--- config.mk ---
export PLATFORM = sky130hd
export DESIGN_NAME = status_value_ctrl
export DESIGN_NICKNAME = d
export VERILOG_FILES = /design/src/rtl/status_value_ctrl.sv
export SDC_FILE = /design/constraint.sdc
export NUM_CORES = 1
export LEC_CHECK = 0
export BUFFER_PORTS_ARGS = -buffer_cell sky130_fd_sc_hd__buf_2
export CAP_MARGIN = 20
export CELL_PAD_IN_SITES_DETAIL_PLACEMENT = 1
export CELL_PAD_IN_SITES_GLOBAL_PLACEMENT = 2
export CORE_MARGIN = 5
export CORE_UTILIZATION = 28
export CTS_CLUSTER_SIZE = 8
export DETAILED_ROUTE_END_ITERATION = 8
export PLACE_DENSITY = 0.95
export SYNTH_ARGS = -nofsm -noshare
export SYNTH_HDL_FRONTEND = slang
export SYNTH_SLANG_ARGS = --single-unit
--- constraint.sdc ---
create_clock -name clk_i -period 3 [get_ports clk_i]
set_clock_uncertainty 0.15 [all_clocks]
set_input_delay 0.15 -clock clk_i [delete_from_list [all_inputs] [get_ports clk_i]]
set_output_delay 0.15 -clock clk_i [all_outputs]
set_load 0.01 [all_outputs]
--- src/rtl/status_value_ctrl.sv ---
// Occupancy and strobe controller for the status valid vector: qualifies raw
// push/pull/set requests and owns the thermometer valid mask, count and sticky errors.
module status_value_ctrl #(
   parameter  int unsigned DEPTH = 8,
   localparam int unsigned CNT_W = $clog2(DEPTH + 1)
) (
   input  logic             clk_i,
   input  logic             arst_i,
   input  logic             flush_i,
   input  logic             push_i,
   input  logic             pull_i,
   input  logic             set_i,
   input  logic             clr_err_i,
   output logic             push_o,
   output logic             pull_o,
   output logic             set_o,
   output logic             update_o,
   output logic [DEPTH-1:0] valid_o,
   output logic [DEPTH-1:0] carry_o,
   output logic [DEPTH-1:0] last_o,
   output logic             empty_o,
   output logic             full_o,
   output logic [CNT_W-1:0] count_o,
   output logic             err_ovf_o,
   output logic             err_udf_o
);

   generate
      if (DEPTH < 2 || DEPTH > 64) begin : g_bad_depth
         $error("status_value_ctrl: DEPTH must be in 2..64");
      end
   endgenerate

   logic [DEPTH-1:0] valid_q, valid_d;
   logic [CNT_W-1:0] count_q, count_d;
   logic             err_ovf_q, err_ovf_d;
   logic             err_udf_q, err_udf_d;

   logic empty, full;
   logic push_ok, pull_ok, set_ok;

   // Occupancy flags come from registers only, so requests never reach them combinationally.
   assign empty = ~valid_q[0];
   assign full  = valid_q[DEPTH-1];

   // Zero-latency qualification; a push into a full vector needs a matching accepted pull.
   always_comb begin
      pull_ok = 1'b0;
      push_ok = 1'b0;
      set_ok  = 1'b0;
      if (!flush_i) begin
         pull_ok = pull_i & ~empty;
         push_ok = push_i & (~full | pull_ok);
         set_ok  = set_i & ~empty;
      end
   end

   // Next occupancy and sticky error state.
   always_comb begin
      valid_d   = valid_q;
      count_d   = count_q;
      err_ovf_d = err_ovf_q;
      err_udf_d = err_udf_q;

      if (flush_i) begin
         valid_d = '0;
         count_d = '0;
      end else begin
         unique case ({pull_ok, push_ok})
            2'b01: begin
               valid_d = {valid_q[DEPTH-2:0], 1'b1};
               count_d = count_q + CNT_W'(1);
            end
            2'b10: begin
               valid_d = valid_q >> 1;
               count_d = count_q - CNT_W'(1);
            end
            default: ;
         endcase
      end

      // Clear first so a same-cycle error event overrides it.
      if (clr_err_i) begin
         err_ovf_d = 1'b0;
         err_udf_d = 1'b0;
      end
      if (push_i & ~push_ok & ~flush_i) begin
         err_ovf_d = 1'b1;
      end
      if ((pull_i | set_i) & empty & ~flush_i) begin
         err_udf_d = 1'b1;
      end
   end

   always_ff @(posedge clk_i or posedge arst_i) begin
      if (arst_i) begin
         valid_q   <= '0;
         count_q   <= '0;
         err_ovf_q <= 1'b0;
         err_udf_q <= 1'b0;
      end else begin
         valid_q   <= valid_d;
         count_q   <= count_d;
         err_ovf_q <= err_ovf_d;
         err_udf_q <= err_udf_d;
      end
   end

   assign push_o    = push_ok;
   assign pull_o    = pull_ok;
   assign set_o     = set_ok;
   assign update_o  = push_ok;
   assign valid_o   = valid_q;
   assign carry_o   = valid_q >> 1;
   assign last_o    = valid_q >> 2;
   assign empty_o   = empty;
   assign full_o    = full;
   assign count_o   = count_q;
   assign err_ovf_o = err_ovf_q;
   assign err_udf_o = err_udf_q;

   // Structural invariants of the occupancy state.
   a_thermo : assert property (@(posedge clk_i) disable iff (arst_i)
      (valid_q & (valid_q + DEPTH'(1))) == '0);
   a_count : assert property (@(posedge clk_i) disable iff (arst_i)
      CNT_W'($countones(valid_q)) == count_q);

endmodule

==> flow_metrics.tcl <==
set metrics [dict create \
    syn_to_final_growth_pct 16.32 \
    clockBufferDepth 2 \
    num_vias 785 \
    grt_remaining_overflow 0 \
    critical_path.max_fanout 9 \
    cts_setup_buffers 0 \
    numPortBuffers 39 \
    ys_seq_area_share_pct 36.84 \
    p_per_area_nw_per_um2 465.6 \
    postRouteAntennaNets 0 \
    synthTopCellsByArea "dfrtp_1, buf_4, nand2_1" \
    dp_hpwl_um 1774 \
    finalCritPeriodShare_pct 73.57 \
    final-setup-viol-count 0 \
    clock-sinks 14 \
    die_w_um 68.28 \
    tightest_slew_ns 0.5624 \
    peakVddDrop_mv 0.08470 \
    synth.largest_area_cell "dfrtp_1" \
    grt_pass1_wl_um 3684 \
    fin_crit_ns 2.207 \
    ys_types 33 \
    synthesis.area_um2 950.9 \
    grt_max_degree 20 \
    ctsResizeCount 0 \
    die_h_um 68.28 \
    drcViolationCount 0 \
    r2r_slack_ns 0.79 \
    rr_startpoint "valid_o[0]$_DFFE_PP0P_" \
    detail_route.iter0.violations 52 \
    finalNetCount 139 \
    synth_top_area_share_pct 36.84 \
    final_core_util_pct 33.41 \
    power_leakage_uw 0.0005677 \
    io_pins 43 \
    synthArstFlopShare_pct 100.0 \
    diodes 0 \
    clock-root-buffer "clkbuf_4" \
    routedWlPerCell_um 13.33 \
    antenna_found_initial 0 \
    slew_headroom_pct 61.70 \
    grt_pass1_vias 822 \
    start_util_pct 28.72 \
    dr.pass1.iters 4 \
    synth_seq_cells 14 \
    drive_above_1_share_pct 41.09 \
    design_area_um2 1106 \
    whs_path_depth 3 \
    synth-edff-count 0 \
    tritoncts "yes" \
    ys.warnings.count 0 \
    critPathArrivalTime_ns 2.23 \
    final_max_slew_viol_count 0 \
    cts_made_buffers 3 \
    place_congestion 0.7539 \
    setup_slack_ns 0.7929 \
    rsz0062_at_grt "no" \
    worstHoldStart "set_i" \
    dp_slack_ns 0.7517 \
    hold_violations 0 \
    r2r_end "count_o[3]$_DFFE_PP0P_" \
    dpl_cell_area_um2 1050 \
    ff2ff_path_depth 8 \
    die_area_um2 4661 \
    syn_inst 103 \
    vias_per_cell 4.486 \
    min_path_type "in2reg" \
    core_um2 3311 \
    yosysMostFrequentCell "buf_4" \
    hold_end "err_udf_o$_DFFE_PP0P_" \
    synth_ff_type "dfrtp_1" \
    critPathKind "reg2reg" \
    wl_um 2332 \
    rows 21 \
    grt_util_all_layers_pct 10.38 \
    maxCapViolations 0 \
    status "completed" \
    start_kind "flop" \
    synth.top_cells.by_count "buf_4, dfrtp_1, nand2_1, nor2_1, a21oi_1" \
    fmax_mhz 453.1 \
    tns_ns 0 \
    clkLatencyLatePin_ns 0.28 \
    h-tree-depth 1 \
    clk_pin_slew_ns 0.09 \
    avgSynthCellArea_um2 9.232 \
    cp-end-kind "flop" \
    required_ns 3.03 \
]
[cell type report]
| class | count | area (um2) |
|---|---|---|
| fill | 411 | 2205 |
| multi-input combinational | 63 | 414.1 |
| sequential | 14 | 350.3 |
| timing repair buffer | 42 | 222.7 |
| tap | 46 | 57.56 |
| clock buffer | 4 | 36.28 |
| inverter | 6 | 25.02 |
[cell usage in the layout, fill, tap and decap left out, types with 3 or more instances in the layout]
cell,n
a21oi_1,6
a311oi_1,4
buf_2,39
clkbuf_4,3
conb_1,3
dfrtp_1,14
inv_1,5
nand2_1,11
nand2b_1,4
nor2_1,9
[worst max-delay path, cell delays in order, from the launching register on]
cell       delay [ns]
dfrtp_1          0.48
nand4bb_1        0.14
buf_4            0.19
inv_4            0.07
ha_1             0.32
a31oi_1          0.22
nor2_2           0.05
o21ai_1          0.17
mux2_4           0.31
[through the flow]
stage	instances	hold WS, ns	total power [uW]
2_1_floorplan	105	-0.1108	350.8
3_3_place_gp	169	0.07307	375.7
3_5_place_dp	169	0.08737	380.7
4_1_cts	175	0.01266	525.1
5_1_grt	175	0.02809	555.4
6_report	175	0.01846	514.9
[worst max path at each step]
stage / start / end / slack (ns) / depth (start not counted)
after CTS: valid_o[0]$_DFFE_PP0P_ / count_o[3]$_DFFE_PP0P_ / 0.78 / 8
after detailed placement: flush_i / count_o[3]$_DFFE_PP0P_ / 0.75 / 9
after global routing: valid_o[0]$_DFFE_PP0P_ / count_o[3]$_DFFE_PP0P_ / 0.71 / 8
after global placement: flush_i / count_o[3]$_DFFE_PP0P_ / 0.85 / 9
final: valid_o[0]$_DFFE_PP0P_ / count_o[3]$_DFFE_PP0P_ / 0.79 / 8
after floorplan: valid_o[0]$_DFFE_PP0P_ / count_o[3]$_DFFE_PP0P_ / 0.94 / 8
[repair_timing]
action                                 CTS  global route
endpoints found under the hold margin   16             0
setup endpoints to repair                0             0
hold buffers                             2             0
[per-layer routing]
metal | vias up | track usage [%] | part of all wire, %
met4 | 0 | 2.978 | 0.17
li1 | 377 | - | -
met3 | 2 | 2.627 | 8.2
met1 | 373 | 12.44 | 44
met2 | 33 | 18.17 | 48
met5 | - | 0 | 0
[power breakdown]
part / total [uW] / internal, uW / switching, uW / leakage (uW)
registers: 231 / 206 / 24.6 / 0.000186
clock network: 139 / 73.8 / 65.6 / 0.0000210
logic: 145 / 61.8 / 83.1 / 0.000360
[sequential cells by signal, summed over array words and instances (netlist names)]
| register | flops |
|---|---|
| err_udf_o | 1 |
| count_o | 4 |
| valid_o | 8 |
| err_ovf_o | 1 |
[logic make-up after synthesis]
group	after synthesis	share of synthesized area [%]
and+or+nand+nor	33	17.63
buffers and inverters	28	20.40
AOI/OAI and AO/OA	19	14.34
DFF	14	36.84
xor gates and xnor gates	3	2.764
muxes	3	4.999
adders and majority gates	2	2.631
other	1	0.3944
No activity file was read; power rests on OpenSTA's default activity.
